**src/rtl/matrix_mult_slave_if.sv**
```systemverilog
// Bus between the matrix bus master and the matrix-multiply slave.
// Handshake: there is no valid/ready pair. An access is valid when S_sel=1
// and S_address[7:4] matches the slave BASE. A valid write (S_wr=1) commits
// on the rising clock edge; a valid read (S_wr=0) returns data on S_dout
// combinationally in the same cycle. S_dout is 0 whenever no valid read is
// in progress.
interface matrix_mult_slave_if #(
  parameter int W = 32
);
  logic         S_sel;
  logic         S_wr;
  logic [7:0]   S_address;
  logic [W-1:0] S_din;
  logic [W-1:0] S_dout;

  modport master (output S_sel, output S_wr, output S_address, output S_din, input S_dout);
  modport slave  (input S_sel, input S_wr, input S_address, input S_din, output S_dout);
endinterface

```
**src/rtl/matrix_mult_slave.sv**
```systemverilog
// 2x2 matrix multiply slave: holds A and B, computes C = A x B with one
// multiply-accumulate per cycle over 8 cycles, and raises m_interrupt on done.
module matrix_mult_slave #(
  parameter logic [3:0] BASE = 4'h6,
  parameter int         W    = 32
) (
  input  logic                clk,
  input  logic                reset_n,
  matrix_mult_slave_if.slave  bus,
  output logic                m_interrupt,
  output logic [1:0]          dbg_state
);

  typedef enum logic [1:0] {
    IDLE = 2'd0,
    EXEC = 2'd1,
    DONE = 2'd2
  } state_t;

  state_t       state;
  logic [2:0]   count;
  logic [W-1:0] acc;
  logic [W-1:0] a_reg [4];
  logic [W-1:0] b_reg [4];
  logic [W-1:0] c_reg [4];

  logic         hit;
  logic         wr_en;
  logic         rd_en;
  logic [3:0]   offset;
  logic         ctrl_wr;
  logic         start_cmd;
  logic         clear_cmd;
  logic [1:0]   a_idx;
  logic [1:0]   b_idx;
  logic [1:0]   c_idx;
  logic [W-1:0] prod;

  assign offset    = bus.S_address[3:0];
  assign hit       = bus.S_sel && (bus.S_address[7:4] == BASE);
  assign wr_en     = hit && bus.S_wr;
  assign rd_en     = hit && !bus.S_wr;
  assign ctrl_wr   = wr_en && (offset == 4'hC);
  assign clear_cmd = ctrl_wr && bus.S_din[1];
  assign start_cmd = ctrl_wr && bus.S_din[0];

  // count = {i, j, t}: A[i][t] sits at index {i,t}, B[t][j] at {t,j}, C[i][j] at {i,j}
  assign a_idx = {count[2], count[0]};
  assign b_idx = {count[0], count[1]};
  assign c_idx = {count[2], count[1]};
  assign prod  = a_reg[a_idx] * b_reg[b_idx];

  assign m_interrupt = (state == DONE);
  assign dbg_state   = state;

  // Operand registers; locked while a computation is running
  always_ff @(posedge clk or negedge reset_n) begin
    if (!reset_n) begin
      for (int i = 0; i < 4; i++) begin
        a_reg[i] <= '0;
        b_reg[i] <= '0;
      end
    end else if (wr_en && (state != EXEC)) begin
      if (offset[3:2] == 2'b00) a_reg[offset[1:0]] <= bus.S_din;
      if (offset[3:2] == 2'b01) b_reg[offset[1:0]] <= bus.S_din;
    end
  end

  // Control FSM and multiply-accumulate datapath; clear beats start
  always_ff @(posedge clk or negedge reset_n) begin
    if (!reset_n) begin
      state <= IDLE;
      count <= '0;
      acc   <= '0;
      for (int i = 0; i < 4; i++) c_reg[i] <= '0;
    end else if (clear_cmd) begin
      state <= IDLE;
      count <= '0;
      acc   <= '0;
      for (int i = 0; i < 4; i++) c_reg[i] <= '0;
    end else begin
      case (state)
        IDLE, DONE: begin
          if (start_cmd) begin
            state <= EXEC;
            count <= '0;
            acc   <= '0;
          end
        end
        EXEC: begin
          if (count[0] == 1'b0) acc <= prod;
          else                  c_reg[c_idx] <= acc + prod;
          count <= count + 3'd1;
          if (count == 3'd7) state <= DONE;
        end
        default: begin
          state <= IDLE;
          count <= '0;
          acc   <= '0;
        end
      endcase
    end
  end

  // Read mux; returns 0 for writes, misses, control and reserved offsets
  always_comb begin
    bus.S_dout = '0;
    if (rd_en) begin
      case (offset[3:2])
        2'b00: bus.S_dout = a_reg[offset[1:0]];
        2'b01: bus.S_dout = b_reg[offset[1:0]];
        2'b10: bus.S_dout = c_reg[offset[1:0]];
        default: begin
          if (offset == 4'hD) begin
            bus.S_dout[0] = (state == EXEC);
            bus.S_dout[1] = (state == DONE);
          end
        end
      endcase
    end
  end

endmodule
```
**src/flat_wrapper.sv**
```systemverilog
// flat-port wrapper written by rule: the top's interface ports become plain ports
module matrix_mult_slave_flat 
#(
  parameter logic [3:0] BASE = 4'h6,
  parameter int         W    = 32
)
  (clk, reset_n, m_interrupt, dbg_state, bus_S_sel, bus_S_wr, bus_S_address, bus_S_din, bus_S_dout);
  matrix_mult_slave_if #(.W(W)) bus_i ();
  input  logic clk;
  input  logic reset_n;
  output logic m_interrupt;
  output logic [1:0] dbg_state;
  input wire logic [$bits(bus_i.S_sel)-1:0] bus_S_sel;
  input wire logic [$bits(bus_i.S_wr)-1:0] bus_S_wr;
  input wire logic [$bits(bus_i.S_address)-1:0] bus_S_address;
  input wire logic [$bits(bus_i.S_din)-1:0] bus_S_din;
  output wire logic [$bits(bus_i.S_dout)-1:0] bus_S_dout;
  assign bus_i.S_sel = bus_S_sel;
  assign bus_i.S_wr = bus_S_wr;
  assign bus_i.S_address = bus_S_address;
  assign bus_i.S_din = bus_S_din;
  assign bus_S_dout = bus_i.S_dout;
  matrix_mult_slave #(.BASE(BASE), .W(W)) u_core (.clk(clk), .reset_n(reset_n), .bus(bus_i), .m_interrupt(m_interrupt), .dbg_state(dbg_state));
endmodule
```
**config.mk**
```make
export PLATFORM = sky130hd
export DESIGN_NAME = matrix_mult_slave_flat
export DESIGN_NICKNAME = d
export VERILOG_FILES = /design/src/rtl/matrix_mult_slave_if.sv /design/src/rtl/matrix_mult_slave.sv /design/src/flat_wrapper.sv
export SDC_FILE = /design/constraint.sdc
export NUM_CORES = 2
export LEC_CHECK = 0
export CELL_PAD_IN_SITES_DETAIL_PLACEMENT = 1
export CELL_PAD_IN_SITES_GLOBAL_PLACEMENT = 1
export CORE_ASPECT_RATIO = 2
export CORE_MARGIN = 2
export CORE_UTILIZATION = 48
export CTS_BUF_LIST = sky130_fd_sc_hd__clkbuf_8
export DETAILED_ROUTE_END_ITERATION = 8
export GPL_ROUTABILITY_DRIVEN = 0
export PLACE_DENSITY = 0.82
export SETUP_SLACK_MARGIN = 0.02
export SYNTH_ARGS = -nofsm -noshare
export SYNTH_HDL_FRONTEND = slang
export SYNTH_SLANG_ARGS = --single-unit
```
**constraint.sdc**
```tcl
create_clock -name clk -period 10.8 [get_ports clk]
set_input_delay 2.7 -clock clk [delete_from_list [all_inputs] [get_ports clk]]
set_output_delay 2.7 -clock clk [all_outputs]
set_load 0.01 [all_outputs]
```
==> results.txt <==
Avg WL per Cell: 31.28 um
Worst slew pin tran: 1.273 ns
Clock Power Share: 26.9%
Initial Util: 48.21%
Longest Clk Path Bufs: 3
Setup ws final: 0.2660 ns
Peak VDD IR: 0.1488 mV
Layout area overhead: 10.18%
Die width: 203.1 um
Largest family of logic cells by synthesized area: adder cells
Simple-gate area share of the yosys netlist: 9.590%
Placed Cells incl. Taps: 4479
Outcome: completed
Worst setup SP type: flip-flop
Combinational Power Share: 39.4%
I/O pin count: 79
Skew final: 0.04541 ns
P_leak: 19.84 nW
Switching pwr: 2.009 mW
1st-pass router iterations: 5
Detailed router's first-iteration violation count: 2591
Average instance area after synthesis: 11.03 um^2
TritonCTS clock tree: built
DR vias: 29690
Final WL: 144.1 mm
Dpl ws: -0.08989 ns
Pwr Density: 118.0 nW/um^2
Cts hold-fix bufs: 0
Crit path kind: flip-flop to flip-flop
Type of the worst min-delay path: flip-flop to flip-flop
Power, Total: 4.948 mW
Ys Warns: 0
Fin nets: 4134
Max cap viols: 0
CTS Root Cell: clkbuf_8
Rows: 146
Final Max Tran Viols: 0
DIE AREA: 81670 um^2
Final Hold Vio Count: 0
Cell mode on critical path: fa_1
P_int: 2.939 mW
Placeable core area: 78920 um^2
Synthesized flop and latch total: 421
Max Fclk: 94.93 MHz
Vias in the first global route: 32940
Slowest CP cell: fa_1
CTS Sinks: 421
Num CTS Buffers: 53
Critical Path End Type: flip-flop
H-tree depth: 2
EDFF count, synth: 0
Most area-consuming cells after synthesis: dfrtp_1 (28%), fa_1 (22%), mux4_2 (8.9%)
Xor and xnor area share after synthesis: 2.697%
Crit path DAT: 11.09 ns
Sequential area share after synthesis: 27.69%
Clk slew on worst S/H paths: 0.08 ns
GR Overflow Total: 0
DRC viols: 0
Worst Path Required: 11.36 ns
Syn Inst Count: 3449
Utilization after layout: 53.12%
CP Max Fanout: 7
First-pass GRT wire length: 203.0 mm
Finish-stage setup viols: 0
Synth top area share: 27.69%
Antenna violations before repair: 3
Synthesized area: 38050 um^2
Vias/cell: 6.444
Post-synthesis compound-gate area fraction: 7.353%
Period Utilization, post-route: 97.54%
Die Height: 402.2 um
Reg power frac: 33.7%
Register-to-register setup slack: 0.27 ns
Period minus WS final: 10.53 ns
Detail Route Antenna Nets: 0
Post-synthesis mux area share: 19.72%
Non-filler instance count after layout: 4608
Adder-cell area share of the yosys netlist: 26.65%
Net Sw Frac: 40.60%
GRT Util Overall: 33.62%
FFs w/ async S/R, synth: 100.0%
Worst-skew pair later-pin latency: 0.70 ns
Layout cells sized above 1: 20.12%
Critical path's largest stage delay: 0.61 ns
Top_reg_cell synth: dfrtp_1
Dominant cell type by area after synthesis: dfrtp_1
Port Buffer Count: 78
Unique masters post-synth: 71
Post-synth net total: 4058
Worst slew margin: 14.84%
Post-DP HPWL: 101.7 mm
Largest net degree at the start of global routing: 161
power by group through the flow:
stage          Sequential (mW)  Combinational [mW]  Clock [mW]
2_1_floorplan             1.67                1.11           0
3_3_place_gp              1.68                1.76           0
3_5_place_dp              1.69                1.82           0
4_1_cts                   1.66                1.84        1.32
5_1_grt                   1.67                2.06        1.39
6_report                  1.67                1.95        1.33
kinds of logic after synthesis:
group	count (synthesis)
buf+inv	598
mux	523
compound gates	397
simple gates	839
fa+ha+maj	565
xor+xnor	106
flops	421
cells in the mapped netlist (6+ instances only):
library cell / n
a211oi_1: 11
a21o_1: 24
a21oi_1: 82
a22o_1: 140
a31oi_1: 6
and2_1: 89
and3_1: 10
buf_1: 33
buf_6: 8
clkbuf_1: 132
dfrtp_1: 421
fa_1: 409
ha_1: 156
inv_1: 413
mux2_2: 290
mux2i_1: 78
mux4_2: 151
nand2_1: 329
nand2b_1: 16
nand3_1: 16
nor2_1: 308
nor2b_1: 18
nor3_1: 19
o211ai_1: 7
o21a_1: 14
o21ai_0: 58
o21ai_1: 13
o31ai_1: 9
or3_1: 6
xnor2_1: 81
xor2_1: 17
stage by stage:
step	cell area [um^2]	TNS [ns]	hold WS (ns)
2_1_floorplan	38070	0	0.4432
3_3_place_gp	40250	0	0.4549
3_5_place_dp	40250	-0.08989	0.4682
4_1_cts	41450	0	0.4875
5_1_grt	41910	-0.08300	0.5098
6_report	41920	0	0.4842
cell usage in the layout, fill, tap and decap left out, drive strengths merged, types with 71 or more instances in the layout:
master and instances:
dfrtp 421, mux4 152, o21ai 71, ha 156
fa 409, a21oi 82, buf 130, mux2i 82
mux2 290, nor2 308, inv 427, a22o 140
clkdlybuf4s50 74, and2 89, xnor2 82, nand2 330
path summary, 6_finish.rpt:
kind	start	to	depth (start not counted)
max in group asynchronous	reset_n	u_core.a_reg[48]$_DFFE_PN0P_	3
min in group asynchronous	reset_n	u_core.c_reg[42]$_DFFE_PN0P_	1
hold / removal	u_core.c_reg[125]$_DFFE_PN0P_	u_core.c_reg[125]$_DFFE_PN0P_	2
setup reg to reg	u_core.count[1]$_DFFE_PN0P_	u_core.c_reg[63]$_DFFE_PN0P_	35
setup / recovery	u_core.count[1]$_DFFE_PN0P_	u_core.c_reg[63]$_DFFE_PN0P_	35
hold reg to reg	u_core.c_reg[125]$_DFFE_PN0P_	u_core.c_reg[125]$_DFFE_PN0P_	2
final cells by class:
| class | instances | area [um^2] |
|---|---|---|
| Multi-Input combinational cell | 2431 | 25410 |
| Fill cell | 8429 | 37000 |
| Clock buffer | 65 | 894.6 |
| Clock inverter | 33 | 266.5 |
| Timing Repair Buffer | 205 | 1951 |
| Sequential cell | 421 | 10550 |
| Inverter | 413 | 1550 |
| Tap cell | 1036 | 1296 |
| Antenna cell | 4 | 10.01 |
critical path, delay by kind of cell, from the launching register on:
family          cells  cell delay [ns]
xor+xnor            1             0.27
compound gates     13             2.55
flops               1             0.51
simple gates        5             1.15
mux                 1             0.38
buf+inv             5             0.65
fa+ha+maj          10             4.90
routing by layer:
metal / GRT usage (%) / up-vias / wire, um
met2: 58.38 / 1817 / 71750
met1: 35.37 / 15430 / 46740
met3: 4.600 / 731 / 10510
li1: - / 11720 / -
met4: 29.72 / 0 / 15140
met5: 0 / - / 0
what timing repair did:
action                                  CTS  global route
endpoints found under the setup margin    3             7
pin swaps                                 0             7
resized for setup                         2            42
cloned                                    0             2
setup buffers                             1            24
No activity file was read; power rests on OpenSTA's default activity.
